File: src/rtl/botao_pkg.sv
// Shared types and helpers for the button event generator.
package botao_pkg;

    typedef enum logic [1:0] {IDLE, PRESSED, HELD} estado_t;

    // Counter wide enough to hold the larger of the two terminal counts.
    function automatic int unsigned cnt_width(input int unsigned a, input int unsigned b);
        int unsigned m;
        m = (a > b) ? a : b;
        return $clog2(m + 1);
    endfunction

endpackage

File: src/rtl/sincronizador.sv
// Two-flop synchroniser for a single asynchronous level input.
module sincronizador (
    input  logic CK,
    input  logic rst_n,
    input  logic d,
    output logic q
);

    logic r_meta;
    logic r_q;

    always_ff @(posedge CK or negedge rst_n) begin
        if (!rst_n) begin
            r_meta <= 1'b0;
            r_q    <= 1'b0;
        end else begin
            r_meta <= d;
            r_q    <= r_meta;
        end
    end

    assign q = r_q;

endmodule

File: src/rtl/button_event_gen.sv
// Turns a debounced button level into one-cycle press/short/long/repeat pulses.
// Auto-repeat is compiled in only when BUTTON_AUTO_REPEAT_EN is defined.
module button_event_gen
    import botao_pkg::*;
#(
    parameter int unsigned LONG_CYCLES   = 50_000_000,
    parameter int unsigned REPEAT_CYCLES = 10_000_000
) (
    input  logic CK,
    input  logic rst_n,
    input  logic entrada,
    output logic pulso_press,
    output logic pulso_curto,
    output logic pulso_longo,
    output logic pulso_rep,
    output logic ativo
);

    localparam int unsigned CntW = cnt_width(LONG_CYCLES, REPEAT_CYCLES);
    localparam logic [CntW-1:0] LongLast = CntW'(LONG_CYCLES - 1);
`ifdef BUTTON_AUTO_REPEAT_EN
    localparam logic [CntW-1:0] RepLast = CntW'(REPEAT_CYCLES - 1);
`endif

    logic            w_s;
    estado_t         r_state, w_state_d;
    logic [CntW-1:0] r_cnt, w_cnt_d;
    logic            w_press, w_curto, w_longo, w_rep;
    logic            r_press, r_curto, r_longo, r_rep, r_ativo;

    sincronizador u_sync (
        .CK    (CK),
        .rst_n (rst_n),
        .d     (entrada),
        .q     (w_s)
    );

    always_comb begin
        w_state_d = r_state;
        w_cnt_d   = r_cnt;
        w_press   = 1'b0;
        w_curto   = 1'b0;
        w_longo   = 1'b0;
        w_rep     = 1'b0;
        unique case (r_state)
            IDLE: begin
                w_cnt_d = '0;
                if (w_s) begin
                    w_state_d = PRESSED;
                    w_press   = 1'b1;
                end
            end
            PRESSED: begin
                // Release is checked first so it beats the terminal count.
                if (!w_s) begin
                    w_state_d = IDLE;
                    w_cnt_d   = '0;
                    w_curto   = 1'b1;
                end else if (r_cnt == LongLast) begin
                    w_state_d = HELD;
                    w_cnt_d   = '0;
                    w_longo   = 1'b1;
                end else begin
                    w_cnt_d = r_cnt + CntW'(1);
                end
            end
            HELD: begin
                if (!w_s) begin
                    w_state_d = IDLE;
                    w_cnt_d   = '0;
                end else begin
`ifdef BUTTON_AUTO_REPEAT_EN
                    if (r_cnt == RepLast) begin
                        w_cnt_d = '0;
                        w_rep   = 1'b1;
                    end else begin
                        w_cnt_d = r_cnt + CntW'(1);
                    end
`else
                    w_cnt_d = '0;
`endif
                end
            end
            default: begin
                w_state_d = IDLE;
                w_cnt_d   = '0;
            end
        endcase
    end

    always_ff @(posedge CK or negedge rst_n) begin
        if (!rst_n) begin
            r_state <= IDLE;
            r_cnt   <= '0;
            r_press <= 1'b0;
            r_curto <= 1'b0;
            r_longo <= 1'b0;
            r_rep   <= 1'b0;
            r_ativo <= 1'b0;
        end else begin
            r_state <= w_state_d;
            r_cnt   <= w_cnt_d;
            r_press <= w_press;
            r_curto <= w_curto;
            r_longo <= w_longo;
            r_rep   <= w_rep;
            r_ativo <= (w_state_d != IDLE);
        end
    end

    assign pulso_press = r_press;
    assign pulso_curto = r_curto;
    assign pulso_longo = r_longo;
    assign pulso_rep   = r_rep;
    assign ativo       = r_ativo;

endmodule

File: config.mk
export PLATFORM = sky130hd
export DESIGN_NAME = button_event_gen
export DESIGN_NICKNAME = d
export VERILOG_FILES = /design/src/rtl/botao_pkg.sv /design/src/rtl/sincronizador.sv /design/src/rtl/button_event_gen.sv
export SDC_FILE = /design/constraint.sdc
export NUM_CORES = 1
export LEC_CHECK = 0
export ABC_AREA = 1
export BUFFER_PORTS_ARGS = -buffer_cell sky130_fd_sc_hd__clkbuf_2
export CORE_MARGIN = 2
export CORE_UTILIZATION = 25
export DETAILED_ROUTE_END_ITERATION = 7
export HOLD_SLACK_MARGIN = 0.1
export PLACE_DENSITY = 0.44
export SYNTH_ARGS = -nofsm -noshare
export SYNTH_HDL_FRONTEND = slang
export SYNTH_SLANG_ARGS = --single-unit
File: constraint.sdc
create_clock -name CK -period 1.6 [get_ports CK]
set_input_delay 0.32 -clock CK [delete_from_list [all_inputs] [get_ports CK]]
set_output_delay 0.32 -clock CK [all_outputs]
set_load 0.1 [all_outputs]
* Yosys cells after proc, flatten, opt, wreduce, memory -nomap -nowiden *
Cells that the tools add are included.

storage, ports and cells
  register bits after elaboration = 34
  bits in latches = 0
  RAM bits = 0
  bits in read-only memories = 0
  input port bits = 3
  output and inout port bits = 5
  word-level logic and storage cells = 29
  memories kept = 0

operators by class
  $add $sub $neg = 1
  multiply operators = 0
  divide/modulo/power cells = 0
  order comparisons = 0
  equality and inequality tests = 3
  shift operators = 0
  mux-type cells = 15
  bitwise operators = 0
  reduce and logical (&&, ||, !) cells = 2

operators by type and width
  operator               count
  $mux 26                3
  $add 26x1->26 const B  1
  $eq 26x26->1 const B   1
  $mux 2                 4
  $mux 1                 7
  $pmux 2 s3             1
  $eq 2x1->1 const B     1
  $eq 2x2->1 const B     1
  $logic_not 2->1        1
  $reduce_bool 2->1      1

* Depth between registers and ports, before layout *
  depth in word-level cells = 5
  depth in mapped cells = 9
  depth with buffers taken out = 9

* Cells and area by module *
A second synthesis with hierarchy kept.

second synthesis, totals
  cells, all modules = 254
  area, all modules = 1951.9 µm²

by module, submodules not included
  module            times used  cells an instance  area an instance (µm²)  seq. area each (µm²)
  button_event_gen  1           252                1901.8                  800.8
  sincronizador     1           2                  50.0                    50.0

* Least setup slack after synthesis *
OpenSTA, ideal clock, no wires.

  path type = register to register
  from = register r_cnt[0]
  to = register r_cnt[18]
  setup time = 0.069 ns
  arrival = 1.382 ns
  setup slack = 0.149 ns
  cell stages (with the launch flop) = 10
  path buffers = 1
  cells stage by stage = dfrtp_1 ha_1 nand2_1 nor2_4 inv_1 nor2_4 a21oi_4 buf_6 nand2_2 nor2_2

on the way
  cells in the longest elaborated chain, start to end = 4

RTL lines
  what                                                  line                                            RTL
  start, declared                                       button_event_gen.sv:27                          logic [CntW-1:0] r_cnt, w_cnt_d;
  start signal, assigned                                button_event_gen.sv:102                         r_cnt <= w_cnt_d;
  $add 26x1->26 / $eq 26x26->1 (equally long branches)  button_event_gen.sv:64, button_event_gen.sv:59
  $mux 26 (*)                                           button_event_gen.sv:59                          end else if (r_cnt == LongLast) begin
  $mux 26 (*)                                           button_event_gen.sv:55                          if (!w_s) begin
  $mux 26 (*)                                           n/a
  via w_cnt_d[18]                                       button_event_gen.sv:27

Mark *: on every way through the listed nets, which the timed path passes. The rest lies on a longest branch.

* Final worst setup path *
  from = register r_cnt[0]
  to = register r_cnt[17]

The elaborated chain is that of the path after synthesis.

==> results.sh <==
export IMPL_multi_input_area_sq_um=1090
export IMPL_worstSetupEndpointType="flop"
export IMPL_max_slew_margin=0.644
export IMPL_synth_area_leader_cell="dfrtp_1"
export IMPL_core_area_sq_um=7730
export IMPL_skew_ns=0.00977
export IMPL_syn_area_sq_um=1990
export IMPL_first_pass_iters=4
export IMPL_ios=8
export IMPL_htreeDepth=2
export IMPL_drive_above_1_share=0.279
export IMPL_start_util=0.257
export IMPL_synth_fp_nets=260
export IMPL_synth_most_common_cell="nor2_1"
export IMPL_grt_first_pass_wirelength_microns=7580
export IMPL_internal_power_w=0.00139
export IMPL_port_buffers=6
export IMPL_clock_path_buffers=2
export IMPL_dp_slack_ns=0.0292
export IMPL_p_clk_frac=0.433
export IMPL_nets=279
export IMPL_route_detailed_drc=0
export IMPL_diodes=0
export IMPL_ys_types=29
export IMPL_final_hold_viol_count=0
export IMPL_ir_drop_v=0.000343
export IMPL_slew_viol_final=0
export IMPL_avgSynthCellArea_sq_um=7.77
export IMPL_synth_warning_count=0
export IMPL_clkSinkCount=34
export IMPL_hold_path_class="primary input to flop"
export IMPL_area_growth_pct=21.0
export IMPL_die_area_sq_um=8680
export IMPL_dp_cells=366
export IMPL_crit_arrival_ns=1.70
export IMPL_p_seq_frac=0.467
export IMPL_rsz0062_at_grt="yes"
export IMPL_p_sw_w=0.000511
export IMPL_drt_wirelength_per_cell_microns=11.8
export IMPL_insertion_delay_ns=0.29
export IMPL_worstSetupPathType="flop to flop"
export IMPL_max_slew_worst_pin_slew_ns=0.537
export IMPL_required_ns=1.78
export IMPL_dpl_cell_area_sq_um=2170
export IMPL_async_reset_ff_frac=1.00
export IMPL_num_rows=32
export IMPL_grt_pass1_vias=1578
export IMPL_stdcell_count=378
export IMPL_die_x_microns=93.2
export IMPL_cts_made_buffers=5
export IMPL_synth_top_cell_area_share=0.428
export IMPL_cts_clk_slew_worst_paths_ns=0.08
export IMPL_final_util=0.311
export IMPL_worstPathMaxFanout=7
export IMPL_status="complete, no violations"
export IMPL_first_iter_violations=89
export IMPL_grt_usage=0.112
export IMPL_synth_ff_type="dfrtp_1"
export IMPL_synth_edf_count=0
export IMPL_ant_nets=0
export IMPL_timing_final_crit_share=0.951
export IMPL_period_needed_ns=1.52
export IMPL_swShare=0.269
export IMPL_root_buffer="clkbuf_8"
export IMPL_die_h_microns=93.2
export IMPL_seqCellArea_sq_um=851
export IMPL_synth_seq_cells=34
export IMPL_fillCellCount=831
export IMPL_startpoint_type="flop"
export IMPL_pwr_share_comb=0.100
export IMPL_grt_max_degree=35
export IMPL_vias=1587
export IMPL_synth_cells=256
export IMPL_ys_top_cells_by_area="dfrtp_1, nor2_1, nand2_1"
export IMPL_finalInstanceArea_sq_um=2410
export IMPL_layout_setup_ws_ns=0.0784
export IMPL_cts_tree="yes"
export IMPL_setup_violations=0
export IMPL_max_freq_mhz=657
export IMPL_grt_antenna_before_repair=0
export IMPL_yosysSeqAreaShare=0.428
export IMPL_powerDensity_nw_per_um2=790
export IMPL_globalRouteOverflowTotal=0
export IMPL_drt_wl_total_microns=4450
export IMPL_avgViaCountPerCell=4.20
export IMPL_place_congestion=0.753
export IMPL_cap_violations=0
export IMPL_hpwl_microns=3130
export IMPL_p_leak_nw=1.04
export IMPL_synth_common_cells="nor2_1, nand2_1, dfrtp_1"
[per-layer routing]
layer  global-route usage  wire (microns)
met5                    0               0
met4               0.0453             103
met2                0.181            2110
met1                0.145            2150
met3               0.0242              81
[power by group through the flow]
stage          combinational [W]  clock [W]  sequential [W]
3_3_place_gp            0.000164          0        0.000903
2_1_floorplan          0.0000745          0        0.000948
6_report                0.000190   0.000823        0.000887
5_1_grt                 0.000208   0.000896        0.000891
3_5_place_dp            0.000165          0        0.000902
4_1_cts                 0.000167   0.000858        0.000885
[critical path: stages (launching register included)]
cell and delay [ns]:
dfrtp_1 0.40, ha_4 0.16, nand2_4 0.06, nor2_4 0.20
inv_2 0.08, nor2_4 0.12, a21oi_4 0.10, clkbuf_16 0.19
nand2_4 0.06, nor2_2 0.03
[cell families after synthesis]
family / synth area share
AO/OA/AOI/OAI: 0.0334
XOR/XNOR: 0.0308
adder cells (fa/ha/maj): 0.00629
buffers and inverters: 0.0680
flip-flops: 0.428
other: 0.00189
AND/OR/NAND/NOR: 0.432
[per-stage QoR]
step	hold WS, ns	total power, W	TNS, ns
after detailed placement	0.336	0.00107	0
after floorplan	0.0244	0.00102	0
after CTS	0.118	0.00191	0
after global placement	0.333	0.00107	0
final	0.128	0.00190	0
after global routing	0.113	0.00199	-0.205
[cell usage in the layout (no fill, tap or decap), drive strengths merged]
cell type,Yosys,layout
a31oi,1,1
nor3,10,10
buf,3,6
xor2,5,5
clkbuf,0,12
a21oi,6,6
conb,1,1
clkinvlp,0,2
nand2,71,71
bufinv,0,1
ha,1,1
o21ai,3,3
nor2,74,75
nand3,12,12
dlygate4sd3,0,1
inv,28,28
nand3b,1,1
nand4,1,1
dfrtp,34,34
or2,1,1
xnor2,2,2
and3,2,2
[area by class of cell]
cell class | instances | share of cell area
inverters | 28 | 0.0437
clock inverters | 3 | 0.0187
repair buffers | 14 | 0.0510
multi-input cells | 192 | 0.451
clock buffers | 5 | 0.0286
flip-flops and latches | 34 | 0.354
well taps | 102 | 0.0530
[registers in the layout (all words and copies together), names as in the netlist]
signal and flops:
r_state 2, r_cnt 26, pulso_longo 1, u_sync.q 1
pulso_curto 1, u_sync.r_meta 1, ativo 1, pulso_press 1
[final timing paths]
check | startpoint | end | slack [ns] | depth (start not counted)
hold reg to reg | u_sync.r_meta | u_sync.q | 0.35 | 0
min in group asynchronous | rst_n | r_cnt[2] | 0.59 | 3
hold / removal | entrada | u_sync.r_meta | 0.13 | 1
setup / recovery | r_cnt[0] | r_cnt[17] | 0.08 | 9
setup reg to reg | r_cnt[0] | r_cnt[17] | 0.08 | 9
max in group asynchronous | rst_n | r_cnt[21] | 0.68 | 3
[repair_timing]
action                                  CTS  global route
endpoints found under the setup margin    0            27
resized for setup                         0            19
hold buffers                              1             0
setup buffers                             0             1
hold endpoints to repair                 34             0
Power figures use the tool's default switching activity.
